**src/rtl/evt_packetizer_pkg.sv**
```systemverilog
// evt_packetizer_pkg
// Shared definitions for the event packetizer. It holds the packet width, the
// field offsets and widths of a short multicast packet, the index of the
// parity bit, and the helpers that build a packet from a routing key.
package evt_packetizer_pkg;

  // Short multicast packet layout: [0] parity, [7:1] header, [39:8] key,
  // [71:40] payload.
  localparam int PKT_BITS = 72;
  localparam int PAR_IDX  = 0;
  localparam int HDR_LSB  = 1;
  localparam int HDR_W    = 7;
  localparam int KEY_LSB  = 8;
  localparam int KEY_W    = 32;
  localparam int PLD_LSB  = 40;
  localparam int PLD_W    = 32;

  // Parity bit value that makes the total count of ones in the packet odd.
  // The parity position of the argument must already hold zero.
  function automatic logic odd_parity(input logic [PKT_BITS-1:0] pkt);
    odd_parity = ~(^pkt);
  endfunction

  // Build a multicast, short, payload-free packet that carries 'key'.
  function automatic logic [PKT_BITS-1:0] build_pkt(input logic [KEY_W-1:0] key);
    logic [PKT_BITS-1:0] pkt;
    pkt                    = '0;
    pkt[HDR_LSB +: HDR_W]  = 7'b000_0000;
    pkt[PLD_LSB +: PLD_W]  = 32'h0000_0000;
    pkt[KEY_LSB +: KEY_W]  = key;
    pkt[PAR_IDX]           = odd_parity(pkt);
    build_pkt              = pkt;
  endfunction

endpackage

```
**src/rtl/evt_packetizer.sv**
```systemverilog
// evt_packetizer
// Turns a 32-bit peripheral event stream into SpiNNaker multicast packets.
// Full-word events become one packet whose key is
// key_base_in | (evt_data_in & key_mask_in); partial-word events are
// discarded. A packet stalled downstream for drop_wait_in cycles is dropped
// (0 disables dropping). Every discard or drop gives a one-cycle pulse on
// in_drp_cnt_out, and accepted beats flagged last are counted in frm_cnt_out.
//
// Ports
//   clk, reset           : clock (rising edge), async active-high reset
//   evt_*                : input event stream (valid/ready handshake)
//   key_base_in/mask_in  : routing key construction
//   drop_wait_in         : stall cycles before a held packet is dropped
//   pkt_*                : packet stream towards the packet transmitter
//   in_drp_cnt_out       : pulse per discarded event or dropped packet
//   frm_cnt_out          : number of accepted beats with evt_last_in set
module evt_packetizer
  import evt_packetizer_pkg::*;
#(
  parameter int DROP_BITS    = 16,
  parameter int FRM_CNT_BITS = 16
) (
  input  logic                    clk,
  input  logic                    reset,
  input  logic [31:0]             evt_data_in,
  input  logic [3:0]              evt_keep_in,
  input  logic                    evt_last_in,
  input  logic                    evt_vld_in,
  output logic                    evt_rdy_out,
  input  logic [31:0]             key_base_in,
  input  logic [31:0]             key_mask_in,
  input  logic [DROP_BITS-1:0]    drop_wait_in,
  output logic [PKT_BITS-1:0]     pkt_data_out,
  output logic                    pkt_vld_out,
  input  logic                    pkt_rdy_in,
  output logic                    in_drp_cnt_out,
  output logic [FRM_CNT_BITS-1:0] frm_cnt_out
);

  localparam logic [DROP_BITS-1:0]    DROP_ONE = DROP_BITS'(1);
  localparam logic [FRM_CNT_BITS-1:0] FRM_ONE  = FRM_CNT_BITS'(1);

  logic [PKT_BITS-1:0]     pkt_data_q, pkt_data_d;
  logic                    pkt_vld_q, pkt_vld_d;
  logic [DROP_BITS-1:0]    stall_cnt_q, stall_cnt_d;
  logic                    drp_q, drp_d;
  logic [FRM_CNT_BITS-1:0] frm_cnt_q, frm_cnt_d;

  logic stalled_s;
  logic drop_now_s;
  logic accept_s;
  logic load_s;
  logic discard_s;

  // Handshake decode and stall-timeout detection.
  always_comb begin
    stalled_s  = pkt_vld_q && !pkt_rdy_in;
    // drop_wait_in is re-read every cycle, so a change mid-stall applies to
    // the very next compare.
    drop_now_s = (drop_wait_in != '0) && stalled_s &&
                 (stall_cnt_q == (drop_wait_in - DROP_ONE));
    // A drop frees the output register in the same cycle, so a new event
    // can be taken while the held packet is thrown away.
    evt_rdy_out = !pkt_vld_q || pkt_rdy_in || drop_now_s;
    accept_s    = evt_vld_in && evt_rdy_out;
    load_s      = accept_s && (evt_keep_in == 4'b1111);
    discard_s   = accept_s && (evt_keep_in != 4'b1111);
  end

  // Next state of the output register, stall timer, drop pulse and frame count.
  always_comb begin
    pkt_data_d  = pkt_data_q;
    pkt_vld_d   = pkt_vld_q;
    stall_cnt_d = stall_cnt_q;
    drp_d       = 1'b0;
    frm_cnt_d   = frm_cnt_q;

    if (load_s) begin
      pkt_data_d = build_pkt(key_base_in | (evt_data_in & key_mask_in));
      pkt_vld_d  = 1'b1;
    end else if (pkt_rdy_in || drop_now_s) begin
      pkt_vld_d  = 1'b0;
    end else begin
      pkt_vld_d  = pkt_vld_q;
    end

    if (load_s) begin
      stall_cnt_d = '0;
    end else if (stalled_s && (stall_cnt_q != '1)) begin
      stall_cnt_d = stall_cnt_q + DROP_ONE;
    end else begin
      stall_cnt_d = stall_cnt_q;
    end

    // A discard and a drop landing together still give a single pulse.
    if (discard_s || drop_now_s) begin
      drp_d = 1'b1;
    end else begin
      drp_d = 1'b0;
    end

    // Discarded beats still mark frame boundaries.
    if (accept_s && evt_last_in) begin
      frm_cnt_d = frm_cnt_q + FRM_ONE;
    end else begin
      frm_cnt_d = frm_cnt_q;
    end
  end

  // State registers with asynchronous clear.
  always_ff @(posedge clk or posedge reset) begin
    if (reset) begin
      pkt_data_q  <= '0;
      pkt_vld_q   <= 1'b0;
      stall_cnt_q <= '0;
      drp_q       <= 1'b0;
      frm_cnt_q   <= '0;
    end else begin
      pkt_data_q  <= pkt_data_d;
      pkt_vld_q   <= pkt_vld_d;
      stall_cnt_q <= stall_cnt_d;
      drp_q       <= drp_d;
      frm_cnt_q   <= frm_cnt_d;
    end
  end

  assign pkt_data_out   = pkt_data_q;
  assign pkt_vld_out    = pkt_vld_q;
  assign in_drp_cnt_out = drp_q;
  assign frm_cnt_out    = frm_cnt_q;

endmodule

```
**config.mk**
```make
export PLATFORM = sky130hd
export DESIGN_NAME = evt_packetizer
export DESIGN_NICKNAME = d
export VERILOG_FILES = /design/src/rtl/evt_packetizer_pkg.sv /design/src/rtl/evt_packetizer.sv
export SDC_FILE = /design/constraint.sdc
export NUM_CORES = 1
export LEC_CHECK = 0
export ABC_CLOCK_PERIOD_IN_PS = 3400
export BUFFER_PORTS_ARGS = -buffer_cell sky130_fd_sc_hd__clkbuf_2
export CAP_MARGIN = 40
export CELL_PAD_IN_SITES_DETAIL_PLACEMENT = 0
export CELL_PAD_IN_SITES_GLOBAL_PLACEMENT = 2
export CORE_AREA = 4 4 140 142
export DETAILED_ROUTE_END_ITERATION = 8
export DIE_AREA = 0 0 144 146
export PLACE_DENSITY = 0.81
export SYNTH_ARGS = -nofsm -noshare
export SYNTH_HDL_FRONTEND = slang
export SYNTH_SLANG_ARGS = --single-unit
```
**constraint.sdc**
```tcl
create_clock -name clk -period 3.4 [get_ports clk]
set_input_delay 0.51 -clock clk [delete_from_list [all_inputs] [get_ports clk]]
set_output_delay 0.51 -clock clk [all_outputs]
set_load 0.01 [all_outputs]
```
# After elaboration in Yosys (flattened, before gate mapping)

Index checks and enable logic that the tools add are counted.

Add/subtract/negate cells: 3
Eq/ne operators: 4
Multiplexer cells: 5
Bitwise gates (word level): 3
Reductions and logical operators: 18

Operators by type and width:

| kind                    | count |
|---|---|
| $reduce_xor A72 Y1      | 1 |
| $add A16 B1 Y16 const B | 2 |
| $and A32 B32 Y32        | 1 |
| $mux W16                | 2 |
| $or A32 B32 Y32         | 1 |
| $eq A16 B16 Y1          | 1 |
| $ne A16 B16 Y1 const B  | 1 |
| $reduce_bool A16 Y1     | 1 |
| $sub A16 B1 Y16 const B | 1 |
| $logic_and A1 B1 Y1     | 8 |
| $eq A4 B4 Y1 const B    | 1 |
| $logic_or A1 B1 Y1      | 4 |
| $ne A4 B4 Y1 const B    | 1 |
| $reduce_bool A2 Y1      | 2 |
| $mux W1                 | 3 |
| $logic_not A1 Y1        | 2 |
| $not A1 Y1              | 1 |

Bits in registers: 67
Bits of input ports: 121
Output and inout port bits: 91
Word-level logic and storage cells: 38

# Longest topological paths before layout

Word-level depth: 9
Mapped depth: 12
Gate-level depth less buffers: 10

# Worst setup path after synthesis

OpenSTA, ideal clock, no wires.

Path type: input -> output
Start point: input drop_wait_in[8]
End point: output evt_rdy_out
Arrival: 2750 ps
Required time: 2890 ps
Path slack: 140 ps
Stages: 8
Buffers on the path: 2
Cells stage by stage: buf_2 > nor4_4 > nand4_1 > xnor2_1 > or4_1 > or4_1 > nand2_1 > buf_2

Word-level cells in the longest chain between the ends: 4
Elaborated cells on any way between the ends: 6
Those cells by class: add/sub (1); eq/ne (1); reduce/logical (4)

RTL lines:

| item                                                          | RTL line                                   | RTL |
|---|---|---|
| from (decl)                                                   | evt_packetizer.sv:32                       | `input logic [DROP_BITS-1:0] drop_wait_in,` |
| $sub A16 B1 Y16 / $reduce_bool A16 Y1 (equally long branches) | evt_packetizer.sv:61, evt_packetizer.sv:60 |  |
| $eq A16 B16 Y1 / $logic_and A1 B1 Y1 (equally long branches)  | evt_packetizer.sv:61, evt_packetizer.sv:60 |  |
| $logic_and A1 B1 Y1 *                                         | evt_packetizer.sv:60                       | `drop_now_s = (drop_wait_in != '0) && stalled_s &&` |
| $logic_or A1 B1 Y1 *                                          | evt_packetizer.sv:64                       | `evt_rdy_out = !pkt_vld_q \|\| pkt_rdy_in \|\| drop_now_s;` |
| to (decl)                                                     | evt_packetizer.sv:29                       | `output logic evt_rdy_out,` |

Mark *: on every way between the ends. The rest lies on a longest branch, timed or not.

# Worst setup path after layout

Start point: input drop_wait_in[0]
End point: output evt_rdy_out

The elaborated chain is that of the path after synthesis.

==> reports/summary.txt <==
======================================================================================================
Via count normalized by instance count                                                            4.25
Reg2Reg Setup Slack                                                                            0.47 ns
Core outline area                                                                           0.0185 mm2
Simple-Gate Fraction of Synth Area                                                               0.199
Endpoint of the lowest-slack register-to-register path                                    pkt_data_out[32]
Grt ovf                                                                                              0
Path type of the worst setup path                                                         primary input to primary output
Number of inserted filler cells in the final layout                                               2019
Multiplexer share of the synthesized area                                                      0.00786
Detailed Route Iter0 Violations                                                                    153
Commonest non-fill, non-tap cell in the layout                                            sky130_fd_sc_hd__clkbuf_2
Synth Area in Compound Gates                                                                     0.121
Flop and latch count out of synthesis                                                               67
Total clock sinks                                                                                   67
Total CTS buffers                                                                                    9
Antenna Diode Count                                                                                  0
Combinational family with the most area after synthesis                                   simple AND/OR/NAND/NOR gates
Post-synthesis instance area                                                               0.00414 mm2
Clock root buffer                                                                         sky130_fd_sc_hd__clkbuf_16
DP HPWL                                                                                        9610 um
Later-pin clock latency in the skew report                                                     0.34 ns
Endpoint of the worst setup timing path                                                    evt_rdy_out
Number of placed I/O pins                                                                          212
Hold slack                                                                                    0.224 ns
Type of origin of the critical path                                                       primary input
Worst setup path startpoint                                                               drop_wait_in[0]
Worst EP arrival                                                                               2.67 ns
Area occupied by multi-input gates                                                         0.00223 mm2
Post-route DRC violation count                                                                       0
CTS tree                                                                                         built
Initial Util                                                                                     0.224
Reg2Reg Depth                                                                                       10
Max-cap check violation count                                                                        0
Overall fraction of global-route tracks in use                                                   0.112
Warnings, synthesis                                                                                  0
Adder-cell share of the synthesized area                                                        0.0121
Clock skew                                                                                  0.00794 ns
Total routed wirelength                                                                       11900 um
Average instance area after synthesis                                                         8.96 um2
Type of the worst min-delay path                                                          primary input to asynchronous set/reset pin
Count of mapped cells out of synthesis                                                             462
Y dimension of the die                                                                          146 um
Layout Nets                                                                                        778
Depth of the CTS H-tree                                                                              3
Kind of end point of the critical path                                                    primary output
Final Non-Filler Cells                                                                             892
Fraction of synthesized cell area taken by the top area cell type                                0.405
Number of detailed-route iterations in the first pass                                                6
Pins over their slew limit                                                                           0
Synthesis-to-layout area growth                                                                  35.2%
Library cell contributing the largest single delay on the critical path                   sky130_fd_sc_hd__or4_4
Full die area                                                                               0.0210 mm2
Max Fclk                                                                                     0.314 GHz
Final setup vio count                                                                                0
Average wire per standard cell                                                                 13.3 um
Largest fanout on the critical path                                                                  4
Fraction of the cycle the final worst path needs                                                 0.936
Most used cell, CP                                                                        sky130_fd_sc_hd__clkbuf_2
Worst-Margin Slew                                                                             0.623 ns
Slew margin rel.                                                                                 0.581
Wire length of the first global-routing pass                                                  18800 um
Initial antenna violation count                                                                      0
Register area share after synthesis                                                              0.405
Largest area contributor in the synthesized netlist                                       sky130_fd_sc_hd__dfrtp_1
Count of distinct cell types in the synthesized netlist                                             46
Most area-consuming cells after synthesis                                                 sky130_fd_sc_hd__dfrtp_1, sky130_fd_sc_hd__xnor2_1, sky130_fd_sc_hd__a21oi_1
Cell leakage power                                                                             2.60 nW
Final min period                                                                               3.18 ns
Maximum resistive drop on vdd                                                                 0.181 mV
Share of cells above drive strength 1                                                            0.336
Clock transition at the register clock pins on the worst setup and hold paths after CTS        0.06 ns
DRT antenna net count                                                                                0
Count of buffers added by post-CTS timing repair for setup                                           0
Floorplan row count                                                                                 50
Horizontal die dimension                                                                        144 um
Seq. cell area                                                                             0.00168 mm2
Number of buffers between clock root and the deepest sink                                            2
Global placement routability congestion                                                          0.760
IO buf count                                                                                       172
Total Negative Setup Slacks                                                                       0 ns
Run status                                                                                finished clean
Parity-gate share of the synthesized area counting xor and xnor cells                            0.161
Setup repair after global routing missed its margin                                              false
Number of global-route vias before repair                                                         3823
Crit path required time                                                                        2.89 ns
Critical R2R Launch                                                                       stall_cnt_q[12]
Highest-count cells in the layout ignoring fill and taps                                  sky130_fd_sc_hd__clkbuf_2, sky130_fd_sc_hd__a21oi_1, sky130_fd_sc_hd__dfrtp_1
Worst path cell trace                                                                     clkbuf_2 -> buf_4 -> nor2_1 -> nand4b_1 -> xnor2_1 -> or4_1 -> or4_4 -> nand2_1 -> clkbuf_2
Vias post-DR                                                                                      3791
Largest net degree at the start of global routing                                                   41
Power Density                                                                               485 mW/mm2
Number of instances in the placed design                                                           876
Worst stage delay on the critical path                                                         0.58 ns
Final Hold Viols                                                                                     0
======================================================================================================
-- final cells by class --
| type | count | area share |
|---|---|---|
| inverters | 6 | 0.00403 |
| clock buffers | 11 | 0.0452 |
| well taps | 234 | 0.0523 |
| repair buffers | 197 | 0.194 |
| clock inverters | 5 | 0.00648 |
| flip-flops and latches | 67 | 0.300 |
| multi-input cells | 372 | 0.398 |
-- cell families (layout without fill, tap and decap cells) --
| kind of cell | Yosys count | count (layout) |
|---|---|---|
| simple gates | 160 | 160 |
| compound gates | 90 | 90 |
| xor+xnor | 76 | 76 |
| flops | 67 | 67 |
| buf+inv | 61 | 219 |
| fa+ha+maj | 4 | 4 |
| mux | 3 | 3 |
| other cells | 1 | 39 |
-- worst min path at each step --
stage | from | end | slack, ns | cells after the start
floorplan | frm_cnt_out[15] | frm_cnt_out[15] | 0.51 | 1
global placement | frm_cnt_out[15] | frm_cnt_out[15] | 0.46 | 1
detailed placement | frm_cnt_out[15] | frm_cnt_out[15] | 0.47 | 1
CTS | reset | pkt_data_out[14] | 0.23 | 3
global route | reset | pkt_data_out[14] | 0.26 | 3
finish | reset | pkt_data_out[14] | 0.22 | 3
-- repair_timing --
action	CTS	global route
hold buffers	0	0
setup endpoints to repair	0	1
resized for setup	0	2
-- through the flow --
| step | total power [W] | utilization | instance area [um2] | setup slack, ns |
|---|---|---|---|---|
| 3_5_place_dp | 0.00185 | 0.287 | 5300 | -0.0347 |
| 5_1_grt | 0.00289 | 0.303 | 5600 | 0.0687 |
| 3_3_place_gp | 0.00183 | 0.286 | 5280 | -0.00143 |
| 2_1_floorplan | 0.00153 | - | 4280 | 0.140 |
| 4_1_cts | 0.00277 | 0.303 | 5590 | 0.0616 |
| 6_report | 0.00271 | 0.303 | 5600 | 0.218 |
-- sequential cells by signal (all words and copies together) (netlist names) --
signal          count
frm_cnt_out        16
in_drp_cnt_out      1
pkt_data_out       33
pkt_vld_out         1
stall_cnt_q        16
-- worst max-delay path: cells and delay by family --
| kind | cells | cell delay [ns] |
|---|---|---|
| and+or+nand+nor | 5 | 1.61 |
| buffers and inverters | 3 | 0.39 |
| xor gates and xnor gates | 1 | 0.15 |
-- where the power goes --
| group | switching [W] | internal [W] |
|---|---|---|
| clock network | 0.000365 | 0.000534 |
| registers | 0.000118 | 0.000945 |
| logic | 0.000394 | 0.000356 |
| total | 0.000877 | 0.00184 |
-- synthesized netlist by cell type, drive strengths merged --
cell type / number
a21oi: 70
dfrtp: 67
nor2: 56
xnor2: 55
buf: 48
nand2: 26
xor2: 21
nand3: 15
nand4: 15
nor3: 9
o21ai: 9
clkbuf: 7
inv: 6
or3: 6
nor4: 5
ha: 4
nand3b: 4
nor2b: 4
and2: 3
and3: 3
nand2b: 3
a31oi: 2
and4: 2
mux2: 2
nor4b: 2
or4: 2
a2111o: 1
a211o: 1
a211oi: 1
a221o: 1
a41o: 1
and3b: 1
conb: 1
mux2i: 1
nand4b: 1
nor3b: 1
nor4bb: 1
o211ai: 1
o2bb2ai: 1
o311ai: 1
o31ai: 1
or2: 1
-- metal layers --
| layer | wire length, um | share of wire | global-route usage | vias to the layer above |
|---|---|---|---|---|
| met2 | 5820 | 0.49 | 0.190 | 149 |
| li1 | - | - | - | 1900 |
| met3 | 842 | 0.071 | 0.0273 | 18 |
| met1 | 5000 | 0.42 | 0.137 | 1724 |
| met4 | 223 | 0.019 | 0.0428 | 0 |
| met5 | 0 | 0 | 0 | - |
Note: power is estimated with default switching activity, not from simulation.
